==> config.mk <==
export PLATFORM = sky130hd
export DESIGN_NAME = ex_operand_stage
export DESIGN_NICKNAME = d
export VERILOG_FILES = /design/src/rtl/ex_operand_stage.sv
export SDC_FILE = /design/constraint.sdc
export NUM_CORES = 1
export LEC_CHECK = 0
export ABC_CLOCK_PERIOD_IN_PS = 9370
export BUFFER_PORTS_ARGS = -buffer_cell sky130_fd_sc_hd__buf_2
export CAP_MARGIN = 30
export CORE_ASPECT_RATIO = 0.6
export CORE_UTILIZATION = 30
export DETAILED_ROUTE_END_ITERATION = 8
export PLACE_DENSITY_LB_ADDON = 0.12
export RECOVER_POWER = 50
export SYNTH_ARGS = -nofsm -noshare
export SYNTH_HDL_FRONTEND = slang
export SYNTH_SLANG_ARGS = --single-unit
==> constraint.sdc <==
create_clock -name clk -period 9.37 [get_ports clk]
set_clock_uncertainty 0.2 [all_clocks]
set_input_delay 1.4055 -clock clk [delete_from_list [all_inputs] [get_ports clk]]
set_output_delay 1.4055 -clock clk [all_outputs]
set_load 0.03 [all_outputs]
==> src/rtl/ex_operand_stage.sv <==
// ID/EX pipeline register with EX/MEM and MEM/WB operand forwarding and load-use
// hazard detection. Feeds the ALU operands, the operation code and the store data.
module ex_operand_stage #(
    parameter int DATA_WIDTH     = 32,
    parameter int OPCODE_LENGTH  = 4,
    parameter int REG_ADDR_WIDTH = 5
) (
    input  logic                      clk,
    input  logic                      reset,
    input  logic                      id_valid,
    input  logic [DATA_WIDTH-1:0]     id_rs1_data,
    input  logic [DATA_WIDTH-1:0]     id_rs2_data,
    input  logic [DATA_WIDTH-1:0]     id_imm,
    input  logic [REG_ADDR_WIDTH-1:0] id_rs1,
    input  logic [REG_ADDR_WIDTH-1:0] id_rs2,
    input  logic [REG_ADDR_WIDTH-1:0] id_rd,
    input  logic                      id_alu_src,
    input  logic [OPCODE_LENGTH-1:0]  id_alu_op,
    input  logic                      id_mem_read,
    input  logic                      id_reg_write,
    input  logic                      flush,
    input  logic [REG_ADDR_WIDTH-1:0] exmem_rd,
    input  logic                      exmem_reg_write,
    input  logic [DATA_WIDTH-1:0]     exmem_result,
    input  logic [REG_ADDR_WIDTH-1:0] memwb_rd,
    input  logic                      memwb_reg_write,
    input  logic [DATA_WIDTH-1:0]     memwb_result,
    output logic [DATA_WIDTH-1:0]     SrcA,
    output logic [DATA_WIDTH-1:0]     SrcB,
    output logic [OPCODE_LENGTH-1:0]  Operation,
    output logic [DATA_WIDTH-1:0]     ex_store_data,
    output logic [REG_ADDR_WIDTH-1:0] ex_rd,
    output logic                      ex_reg_write,
    output logic                      ex_mem_read,
    output logic                      ex_valid,
    output logic                      hazard_stall
);

    localparam logic [REG_ADDR_WIDTH-1:0] REG_ZERO  = {REG_ADDR_WIDTH{1'b0}};
    localparam logic [DATA_WIDTH-1:0]     DATA_ZERO = {DATA_WIDTH{1'b0}};
    localparam logic [OPCODE_LENGTH-1:0]  OP_ZERO   = {OPCODE_LENGTH{1'b0}};

    logic                      valid_r;
    logic                      alu_src_r;
    logic                      mem_read_r;
    logic                      reg_write_r;
    logic [REG_ADDR_WIDTH-1:0] rs1_r;
    logic [REG_ADDR_WIDTH-1:0] rs2_r;
    logic [REG_ADDR_WIDTH-1:0] rd_r;
    logic [DATA_WIDTH-1:0]     rs1_data_r;
    logic [DATA_WIDTH-1:0]     rs2_data_r;
    logic [DATA_WIDTH-1:0]     imm_r;
    logic [OPCODE_LENGTH-1:0]  op_r;

    logic                      hazard_s;
    logic                      bubble_s;
    logic [DATA_WIDTH-1:0]     fwd_a_s;
    logic [DATA_WIDTH-1:0]     fwd_b_s;
    logic [DATA_WIDTH-1:0]     src_b_s;

    // Newest producer wins; register 0 is hardwired and never takes a bypass.
    function automatic logic [DATA_WIDTH-1:0] forward_sel(
        input logic [REG_ADDR_WIDTH-1:0] src_idx,
        input logic [DATA_WIDTH-1:0]     rf_val,
        input logic                      em_we,
        input logic [REG_ADDR_WIDTH-1:0] em_rd,
        input logic [DATA_WIDTH-1:0]     em_val,
        input logic                      mw_we,
        input logic [REG_ADDR_WIDTH-1:0] mw_rd,
        input logic [DATA_WIDTH-1:0]     mw_val
    );
        logic [DATA_WIDTH-1:0] sel_v;
        if (em_we && (em_rd != REG_ZERO) && (em_rd == src_idx)) begin
            sel_v = em_val;
        end else if (mw_we && (mw_rd != REG_ZERO) && (mw_rd == src_idx)) begin
            sel_v = mw_val;
        end else begin
            sel_v = rf_val;
        end
        return sel_v;
    endfunction

    // Load-use detection; rs2 is always compared, even when the instruction ignores it.
    always_comb begin
        hazard_s = valid_r & mem_read_r & (rd_r != REG_ZERO) & id_valid &
                   ((rd_r == id_rs1) | (rd_r == id_rs2));
        bubble_s = flush | hazard_s;
    end

    // Operand bypass network and immediate select for operand B.
    always_comb begin
        fwd_a_s = forward_sel(rs1_r, rs1_data_r, exmem_reg_write, exmem_rd, exmem_result,
                              memwb_reg_write, memwb_rd, memwb_result);
        fwd_b_s = forward_sel(rs2_r, rs2_data_r, exmem_reg_write, exmem_rd, exmem_result,
                              memwb_reg_write, memwb_rd, memwb_result);
        if (alu_src_r) begin
            src_b_s = imm_r;
        end else begin
            src_b_s = fwd_b_s;
        end
    end

    // ID/EX register: reset, then bubble on flush or stall, else capture ID.
    always_ff @(posedge clk or posedge reset) begin
        if (reset) begin
            valid_r     <= 1'b0;
            alu_src_r   <= 1'b0;
            mem_read_r  <= 1'b0;
            reg_write_r <= 1'b0;
            rs1_r       <= REG_ZERO;
            rs2_r       <= REG_ZERO;
            rd_r        <= REG_ZERO;
            rs1_data_r  <= DATA_ZERO;
            rs2_data_r  <= DATA_ZERO;
            imm_r       <= DATA_ZERO;
            op_r        <= OP_ZERO;
        end else if (bubble_s) begin
            valid_r     <= 1'b0;
            alu_src_r   <= 1'b0;
            mem_read_r  <= 1'b0;
            reg_write_r <= 1'b0;
            rs1_r       <= REG_ZERO;
            rs2_r       <= REG_ZERO;
            rd_r        <= REG_ZERO;
            rs1_data_r  <= DATA_ZERO;
            rs2_data_r  <= DATA_ZERO;
            imm_r       <= DATA_ZERO;
            op_r        <= OP_ZERO;
        end else begin
            valid_r     <= id_valid;
            alu_src_r   <= id_alu_src;
            mem_read_r  <= id_mem_read;
            reg_write_r <= id_reg_write;
            rs1_r       <= id_rs1;
            rs2_r       <= id_rs2;
            rd_r        <= id_rd;
            rs1_data_r  <= id_rs1_data;
            rs2_data_r  <= id_rs2_data;
            imm_r       <= id_imm;
            op_r        <= id_alu_op;
        end
    end

    assign SrcA          = fwd_a_s;
    assign SrcB          = src_b_s;
    assign ex_store_data = fwd_b_s;
    assign Operation     = op_r;
    assign ex_rd         = rd_r;
    assign ex_reg_write  = reg_write_r;
    assign ex_mem_read   = mem_read_r;
    assign ex_valid      = valid_r;
    assign hazard_stall  = hazard_s;

endmodule

==> results of run 1 <==
## worst max-delay path by stage
stage / to / slack [ps]
3_5_place_dp: SrcB[2] / 3460
6_report: SrcB[2] / 3460
5_1_grt: ex_rd[0] / 2910
2_1_floorplan: SrcB[24] / 4260
4_1_cts: SrcB[2] / 3450
3_3_place_gp: SrcB[8] / 3490
## sequential cells by signal, indices dropped and copies added, names as in the netlist
signal	count
ex_rd	5
imm_r	32
rs2_data_r	32
rs1_r	5
rs1_data_r	32
Operation	4
ex_mem_read	1
alu_src_r	1
ex_valid	1
ex_reg_write	1
rs2_r	5
## cell families (layout without fill, tap and decap cells)
| kind of cell | after synthesis | count (layout) | share of synthesized area |
|---|---|---|---|
| AND/OR/NAND/NOR | 234 | 234 | 0.214 |
| flip-flops | 119 | 119 | 0.478 |
| AO/OA/AOI/OAI | 103 | 103 | 0.104 |
| buffers and inverters | 82 | 378 | 0.0544 |
| multiplexers | 63 | 63 | 0.107 |
| XOR/XNOR | 30 | 30 | 0.0422 |
| other | 0 | 4 | 0 |
## placed cells by master, fill, tap and decap left out, drive strengths merged, types with 2 or more instances in the layout
cell / count
buf: 301
and2: 120
dfrtp: 119
clkbuf: 39
nor2: 36
a21oi: 34
o21ai: 33
nor3: 32
mux2i: 32
inv: 32
or3: 31
mux2: 31
a31oi: 31
xnor2: 26
diode: 4
nand3: 4
xor2: 4
clkinv: 4
nand2: 3
nand4: 3
or4: 3
o211ai: 2
## per-stage QoR
| stage | instances | cell area [um^2] | utilization |
|---|---|---|---|
| floorplan | 631 | 6230 | - |
| global placement | 1171 | 8000 | 0.397 |
| detailed placement | 1172 | 8030 | 0.398 |
| CTS | 1200 | 8570 | 0.425 |
| global route | 1201 | 8510 | 0.422 |
| finish | 1204 | 8520 | 0.422 |
## critical path: stages
cell      delay (ps)
buf_2            120
or4_1            580
o211ai_4         170
buf_4            440
or2_2            820
a31oi_1          250
mux2_2           330
buf_2            180
## where the power goes
| group | total (mW) | leakage, nW | internal (mW) | switching, mW |
|---|---|---|---|---|
| logic | 0.289 | 2.32 | 0.105 | 0.183 |
| clock network | 0.617 | 0.270 | 0.385 | 0.233 |
| registers | 0.554 | 1.53 | 0.541 | 0.0139 |
## routing by layer
metal  global-route usage  vias to the layer above  routed length [um]  part of all wire
li1                     -                     2700                   -                 -
met1                0.297                     2636               10500              0.48
met2                0.312                      243                9380              0.43
met3               0.0665                       23                1750             0.080
met4               0.0629                        2                 240             0.011
met5                    0                        -                  19           0.00087
## final cells by class
cell class | count | area [um^2]
clock buffers | 23 | 488
repair buffers | 317 | 1590
fillers | 2086 | 11700
diodes | 4 | 10.0
inverters | 33 | 125
well taps | 273 | 342
flip-flops and latches | 119 | 2980
multi-input cells | 430 | 2940
clock inverters | 5 | 50.0
==> impl_results.md, run 1 <==
- Outcome: finished, violations left
- Violated checks: max-capacitance violations, max-slew violations
- Buffers on Ports: about 310
- F_max: 0.169 GHz
- Synth cell count leaders: and2_1 (120), dfrtp_1 (119), nor2_1 (36), a21oi_1 (34), inv_1 (33)
- Antenna Nets Post-Route: 0
- Hold endpoint: rs1_data_r[0]
- Initial drt markers: slightly above 300
- Mapped Cells: ~630
- Synth top area cells: dfrtp_1 (48%), and2_1 (12%), mux2_2 (5.6%)
- Worst path required time: about 7800 ps
- Critical path type: input port to output port
- FF-to-FF End: ex_rd[1]
- Max clock buf depth: 2
- Die W: around 190 um
- CP max FO: 33
- Arrival @ worst endpoint: about 4300 ps
- Total power: ~1.5 mW
- Final Cycle Share: 0.631
- CTS H-tree depth: 4
- Sum Neg Setup Slack: 0 ps
- 1st-pass router iterations: 6
- CTS root buf: clkbuf_16
- Max Cap Viol: 3
- Avg WL per Cell: approximately 18 um
- Avg Inst Size Synth: just under 10 um^2
- Vias per Instance: between 4 and 5
- Die Y: about 110 um
- CP Capture Type: output port
- Reg2reg setup slack: 4280 ps
- CP Launch Type: input port
- Number of cell rows: 40
- Antenna violations before repair: 4
- Final nets: ~1100
- Top FF cell, synth: dfrtp_1
- Routability Congestion: between 0.8 and 0.9
- Total global-route track usage: 0.212
- DRC Markers: 0
- #FFs+latches synth: about 120
- Syn_nets: just over 800
- Hold path startpoint: id_rs1_data[0]
- Total gr overflow: 0
- Sequential share of the synthesized area: 0.478
- Vias: between 5000 and 6000
- Fin crit period: 5910 ps
- Vias in the first global route: around 5600
- Pwr dens: approximately 170 mW/mm^2
- Dpl ws: roughly 3500 ps
- Asr flop ratio synth: 1.00
- Slew Viols, Final: around 200
- Largest net degree at the start of global routing: between 100 and 150
- Die ar.: 0.0214 mm^2
- EDFF count, synth: 0
- Synth-to-Final Area Change: 36.6%
- First-pass GRT wire length: 33800 um
- CP startpoint: exmem_rd[1]
- Post-Syn Area: between 0.006 and 0.007 mm^2
- # setup viols final: 0
- Post-CTS sizing: 0
- TritonCTS clock tree: done
- R2R cell count: 6
- Hold Crit Depth: 2
- Hold Crit Class: input port to flip-flop
- VDD IR max: 121 uV
- Reg-to-reg startpoint: ex_rd[4]
- Slack of the critical path: about 3500 ps
- Worst-Skew Late Latency: 420 ps
- Fin. Hold Viols: 0
- Dominant cell type by area after synthesis: dfrtp_1
- WHS: between 900 and 1000 ps
- Most frequent cell after synthesis: and2_1
- Max-slew headroom: -1.49
- Hold buffer count at CTS: 0
- Final HPWL DP: between 15000 and 20000 um
- Final wirelength: 21900 um
- Top cell type's share of synthesized area: 0.478
- Initial Util: 0.309
- Layout cell share with drive strength beyond 1: 0.406
- Actual slew at the worst max-slew pin: 3740 ps
- Clk slew on worst S/H paths: around 60 ps
- CTS buffer count: 17
- RSZ-0062 raised after global routing: no
- Sink Count: around 120
- Yosys cell types: 32
- Core Area: slightly above 0.02 mm^2
- Leak: 4.13 nW
- Yosys synthesis warning count: 0
- I/O pins: roughly 310
- Post-CTS Setup Repair Bufs: 0
(Power assumes the default switching activity.)
==> run 2: changes to the inputs <==
--- a/config.mk
+++ b/config.mk
@@ -5,7 +5,7 @@
 export SDC_FILE = /design/constraint.sdc
 export NUM_CORES = 1
 export LEC_CHECK = 0
-export ABC_CLOCK_PERIOD_IN_PS = 9370
+export ABC_CLOCK_PERIOD_IN_PS = 5900
 export BUFFER_PORTS_ARGS = -buffer_cell sky130_fd_sc_hd__buf_2
 export CAP_MARGIN = 30
 export CORE_ASPECT_RATIO = 0.6
==> constraint.sdc (replaced) <==
create_clock -name clk -period 5.9 [get_ports clk]
set_clock_uncertainty 0.2 [all_clocks]
set_input_delay 0.885 -clock clk [delete_from_list [all_inputs] [get_ports clk]]
set_output_delay 0.885 -clock clk [all_outputs]
set_load 0.03 [all_outputs]
==> run 2 against run 1 <==
  * The run still ends with max-capacitance violations, max-slew violations left
  * Total power rose by 69%
  * Sequential power grew 59%
  * Combinational power rose by 58%
  * First-iteration DRC count grew 12%
  * Hold slack got worse by 520 ps
  * Register-to-register slack lost 2300 ps
  * Routed wire length down 2.8%
  * Largest power group unchanged
==> impl_results.md, run 2 (synthesized netlist as in run 1, its figures left out) <==
- Largest net degree at the start of global routing: 96 (-6.8%)
- Vias: 5546 (-1.0%)
- First-pass GRT wire length: 32500 um (-3.8%)
- Buf/Inv on CP: 3 (unchanged)
- # setup viols final: 0 (unchanged)
- Total gr overflow: 0 (unchanged)
- Post-CTS sizing: 0 (unchanged)
- CP Capture Type: output port
- Vias per Instance: 4.58 (-1.5%)
- Clk slew on worst S/H paths: 50 ps (about the same)
- CP Launch Type: input port
- CP max FO: 33 (unchanged)
- Routability Congestion: 0.831 (+1.9%)
- Slack of the critical path: 1400 ps (-2060 ps)
- Core Area: 0.0202 mm^2 (unchanged)
- DRC Markers: 0 (unchanged)
- Die ar.: 0.0214 mm^2 (unchanged)
- Antenna Nets Post-Route: 0 (unchanged)
- Vias in the first global route: 5522 (-2.1%)
- Commonest cells after routing, fill and taps aside: buf_2 (292), dfrtp_1 (118), and2_1 (99)
- Sum Neg Setup Slack: 0 ps (unchanged)
- Initial drt markers: 340 (+12%)
- Arrival @ worst endpoint: 3420 ps (-890 ps)
- Max Cap Viol: 4 (+1)
- 1st-pass router iterations: 5 (-1)
- Top Registers: imm_r x32, rs1_data_r x32, rs2_data_r x32
- Leak: 4.19 nW (+1.4%)
- Worst-path cell chain: buf_2, xnor2_1, nand4_1, buf_12, or3_1, a31oi_1, mux2_2, buf_2
- Final HPWL DP: 15200 um (-0.28%)
- Worst-Skew Late Latency: 420 ps (about the same)
- Commonest non-fill, non-tap cell in the layout: buf_2
- Die Y: 114 um (unchanged)
- Actual slew at the worst max-slew pin: 2490 ps (-1250 ps)
- Critical path type: input port to output port
- Reg-to-reg startpoint: ex_rd[1]
- Dpl ws: 1430 ps (-2040 ps)
- Antenna violations before repair: 6 (+2)
- Avg WL per Cell: 17.6 um (-3.2%)
- Final nets: 1117 (+0.090%)
- Non-Filler Instances: 1210 (+0.50%)
- Slew Viols, Final: 220 (+12%)
- VDD IR max: 283 uV (+130%)
- Total power: 2.47 mW (+69%)
- RSZ-0062 raised after global routing: no
- Initial Util: 0.309 (unchanged)
- Sink Count: 119 (unchanged)
- Top Family by Delay on Critical Path: simple AND/OR/NAND/NOR gates
- Post-CTS Setup Repair Bufs: 0 (unchanged)
- Final wirelength: 21300 um (-2.8%)
- Fin. Hold Viols: 0 (unchanged)
- Slowest CP cell: nand4_1
- CTS root buf: clkbuf_16
- Hold buffer count at CTS: 0 (unchanged)
- Violated checks: max-capacitance violations, max-slew violations
- Crit path largest cell delay: 740 ps (-80 ps)
- Outcome: finished, violations left
- Number of cell rows: 40 (unchanged)
- Synth-to-Final Area Change: 38.6%
- F_max: between 0.2 and 0.25 GHz
- Final Cycle Share: 0.763
- TritonCTS clock tree: done
- Die W: 188 um (unchanged)
- Hold Crit Class: input port to flip-flop
- Total global-route track usage: 0.204 (-0.00788)
- Fin crit period: about 4500 ps
- CTS H-tree depth: 4 (unchanged)
- CTS buffer count: 17 (unchanged)
- Max clock buf depth: 2 (unchanged)
- Hold path startpoint: id_imm[30]
- CP startpoint: memwb_rd[1]
- Layout cell share with drive strength beyond 1: 0.408 (+0.00255)
- Worst path required time: 4820 ps (-2940 ps)
- I/O pins: 307 (unchanged)
- Max-slew headroom: -0.663 (+0.832)
- Pwr dens: 286 mW/mm^2 (+67%)
- Buffers on Ports: 306 (unchanged)
- Top cell by count, worst path: buf_2
- Placed insts: 1173 (+0.085%)
run 2: path summary, 6_finish.rpt:
| kind | endpoint | slack (ps) | cells after the start |
|---|---|---|---|
| setup / recovery | SrcB[21] | 1400 | 8 |
| hold / removal | imm_r[30] | 460 | 2 |
| setup reg to reg | ex_rd[0] | 1970 | 6 |
| hold reg to reg | alu_src_r | 1150 | 4 |
| max in group asynchronous | rs1_data_r[27] | 1850 | 3 |
| min in group asynchronous | imm_r[13] | 680 | 2 |
run 2: report_power, final:
group / switching (mW) / leakage, nW / internal [mW]
Sequential: 0.0219 / 1.53 / 0.858
Combinational: 0.290 / 2.34 / 0.168
Clock: 0.372 / 0.316 / 0.765
run 2: metal layers:
metal / track usage / wire length [um] / vias to the layer above
met1: 0.282 / 10300 / 2599
met4: 0.0667 / 331 / 2
met2: 0.297 / 9040 / 218
met5: 0 / 13 / -
met3: 0.0717 / 1640 / 22
li1: - / - / 2705
run 2: final cells by class:
type                       count  area [um^2]
antenna                        6         15.0
clock buffer                  21          460
clock inverter                10          175
fill                        2075        11500
inverter                      33          125
multi-input combinational    430         2940
sequential                   119         2980
tap                          273          342
timing repair buffer         318         1610
run 2: metrics by stage:
stage | area [um^2] | hold WS [ps] | util
after floorplan | 6230 | 814 | -
after global placement | 8030 | 759 | 0.398
after detailed placement | 8030 | 762 | 0.398
after CTS | 8660 | 307 | 0.430
after global routing | 8630 | 444 | 0.428
final | 8640 | 465 | 0.428
==> run 3: changes to the inputs <==
--- a/config.mk
+++ b/config.mk
@@ -5,7 +5,7 @@
 export SDC_FILE = /design/constraint.sdc
 export NUM_CORES = 1
 export LEC_CHECK = 0
-export ABC_CLOCK_PERIOD_IN_PS = 5900
+export ABC_CLOCK_PERIOD_IN_PS = 4600
 export BUFFER_PORTS_ARGS = -buffer_cell sky130_fd_sc_hd__buf_2
 export CAP_MARGIN = 30
 export CORE_ASPECT_RATIO = 0.6
==> constraint.sdc (replaced) <==
create_clock -name clk -period 4.6 [get_ports clk]
set_clock_uncertainty 0.2 [all_clocks]
set_input_delay 0.69 -clock clk [delete_from_list [all_inputs] [get_ports clk]]
set_output_delay 0.69 -clock clk [all_outputs]
set_load 0.03 [all_outputs]
==> run 3 against run 2 <==
  * The run still ends with max-capacitance violations, max-slew violations left
  * Critical path depth is the same
  * Via count up 0.49%
  * Clock power up 18%
  * Total power up 24%
  * Count of clock-buffer cells in the layout did not move
  * Critical path type unchanged
==> impl_results.md, run 3 (synthesized netlist as in run 1, its figures left out) <==
- Routability Congestion: 0.847 (+2.0%)
- Total power: 3.07 mW (+24%)
- Routed wl met2: 9360 um (+3.5%)
- Avg WL per Cell: 17.7 um (+0.53%)
- Sink Count: 119 (unchanged)
- TritonCTS clock tree: done
- Initial drt markers: 192 (-44%)
- Critical path type: input port to output port
- Max Cap Viol: 3 (-1)
- Initial Util: 0.309 (unchanged)
- First-pass GRT wire length: 33000 um (+1.6%)
- Reg2reg setup slack: 1370 ps (-600 ps)
- Post-route core utilization: 0.428 (about the same)
- Total global-route track usage: 0.206 (+0.00203)
- CP Capture Type: output port
- Die W: 188 um (unchanged)
- Actual slew at the worst max-slew pin: 2310 ps (-185 ps)
- Hold Crit Class: input port to flip-flop
- Met3 WL post-DR: 1530 um (-6.8%)
- Die ar.: 0.0214 mm^2 (unchanged)
- Max clock buf depth: 2 (unchanged)
- Pwr dens: 355 mW/mm^2 (+24%)
- Hold buffer count at CTS: 0 (unchanged)
- Sum Neg Setup Slack: 0 ps (unchanged)
- Reg-to-reg startpoint: ex_rd[0]
- FF-to-FF End: rs2_data_r[21]
- Max-slew headroom: -0.540 (+0.123)
- Placed cell area: 0.00808 mm^2 (+0.69%)
- Top Registers: imm_r x32, rs1_data_r x32, rs2_data_r x32
- Final nets: 1120 (+0.27%)
- Arrival @ worst endpoint: 3050 ps (-370 ps)
- R2R cell count: 6 (unchanged)
- Die Y: 114 um (unchanged)
- Net Sw Frac: 0.290 (+0.0137)
- Commonest cells after routing, fill and taps aside: buf_2 (294), dfrtp_1 (118), and2_1 (102)
- CTS H-tree depth: 4 (unchanged)
- 1st-pass router iterations: 4 (-1)
- Total gr overflow: 0 (unchanged)
- Outcome: finished, violations left
- Post-Route M1 WL: 10300 um (+0.16%)
- Cell-internal power: 2.18 mW (+22%)
- Leak: 4.19 nW (+0.20%)
- Fin. Hold Viols: 0 (unchanged)
- Worst path required time: 3710 ps (-1110 ps)
- Core Area: 0.0202 mm^2 (unchanged)
- Clk pwr share: 0.438 (-0.021)
- CP Launch Type: input port
- CP startpoint: exmem_rd[1]
- Antenna violations before repair: 1 (-5)
- Highest Signal Layer: met4
- Final wirelength: 21400 um (+0.45%)
- VDD IR max: 260 uV (-8.0%)
- I/O pins: 307 (unchanged)
- Dpl ws: 667 ps (-759 ps)
- Vias: 5573 (+0.49%)
- RSZ-0062 raised after global routing: no
- # setup viols final: 0 (unchanged)
- CP max FO: 46 (+39%)
- Buffers on Ports: 306 (unchanged)
- Post-CTS Setup Repair Bufs: 0 (unchanged)
- Slew Viols, Final: 149 (-32%)
- Switching power: 0.889 mW (+30%)
- Clk slew on worst S/H paths: 60 ps (about the same)
- F_max: roughly 0.25 GHz
- Synth-to-Final Area Change: 38.5% (about the same)
- CTS buffer count: 17 (unchanged)
- Worst setup endpoint: SrcA[14]
- Antenna Nets Post-Route: 0 (unchanged)
- Largest net degree at the start of global routing: 65 (-32%)
- Seq pwr share: 0.368 (+0.012)
- Post-route design area: 0.00863 mm^2 (about the same)
- Vias in the first global route: 5553 (+0.56%)
- Post-CTS sizing: 0 (unchanged)
- Final HPWL DP: 15100 um (-0.96%)
- DRC Markers: 0 (unchanged)
- Worst-Skew Late Latency: 420 ps (about the same)
- Number of cell rows: 40 (unchanged)
- Slack of the critical path: 659 ps (-740 ps)
- Commonest non-fill, non-tap cell in the layout: buf_2
- Combinational share of power: 0.194 (+0.009)
- Layout cell share with drive strength beyond 1: 0.411 (+0.00253)
- Vias per Instance: 4.61 (+0.57%)
- Fin crit period: between 3000 and 4000 ps
- CTS root buf: clkbuf_16
- Violated checks: max-capacitance violations, max-slew violations
- Final Cycle Share: 0.857
run 3: cell count changes in the layout (fill, tap and decap cells not counted), moves of 2 or more:
cell,delta
and2_0,-3
and2_1,+3
buf_2,+2
bufinv_16,-2
clkinv_2,+3
diode_2,-5
run 3: layout make-up:
cell class                      count  area (um^2)
Inverter                           33          125
Clock inverter                     11          130
Fill cell                        2065        11500
Sequential cell                   119         2980
Timing Repair Buffer              321         1660
Antenna cell                        1         2.50
Clock buffer                       21          450
Tap cell                          273          342
Multi-Input combinational cell    430         2950
run 3: power by group through the flow:
| stage | registers [mW] | clock network [mW] | logic, mW |
|---|---|---|---|
| after floorplan | 1.14 | 0 | 0.361 |
| after global placement | 1.15 | 0 | 0.600 |
| after detailed placement | 1.15 | 0 | 0.604 |
| after CTS | 1.13 | 1.38 | 0.606 |
| after global routing | 1.13 | 1.43 | 0.645 |
| final | 1.13 | 1.34 | 0.594 |
run 3: metrics by stage:
stage,hold slack [ps],std cells
finish,272,1209
global route,245,1209
CTS,38.2,1208
detailed placement,500,1176
global placement,696,1175
floorplan,619,631
run 3: worst min path at each step:
stage                   start              to  slack (ps)  cells past startpoint
4_1_cts                 reset  rs1_data_r[13]          40                      2
3_5_place_dp            reset  rs1_data_r[13]         500                      2
5_1_grt             id_imm[6]        imm_r[6]         240                      2
3_3_place_gp      id_mem_read     ex_mem_read         700                      2
6_report       id_rs1_data[5]   rs1_data_r[5]         270                      2
2_1_floorplan    id_alu_op[0]    Operation[0]         620                      1
run 3: worst max-delay path, cell delays in order:
cell and delay (ps):
buf_2 120, or4_1 590, o21ai_0 170, or4_2 770, buf_4 310, nor2_1 50, a21oi_1 110, buf_2 210
run 3: layer usage:
layer	vias to the layer above	global-route usage
met4	0	0.0591
li1	2708	-
met3	15	0.0652
met2	209	0.316
met5	-	0
met1	2641	0.279
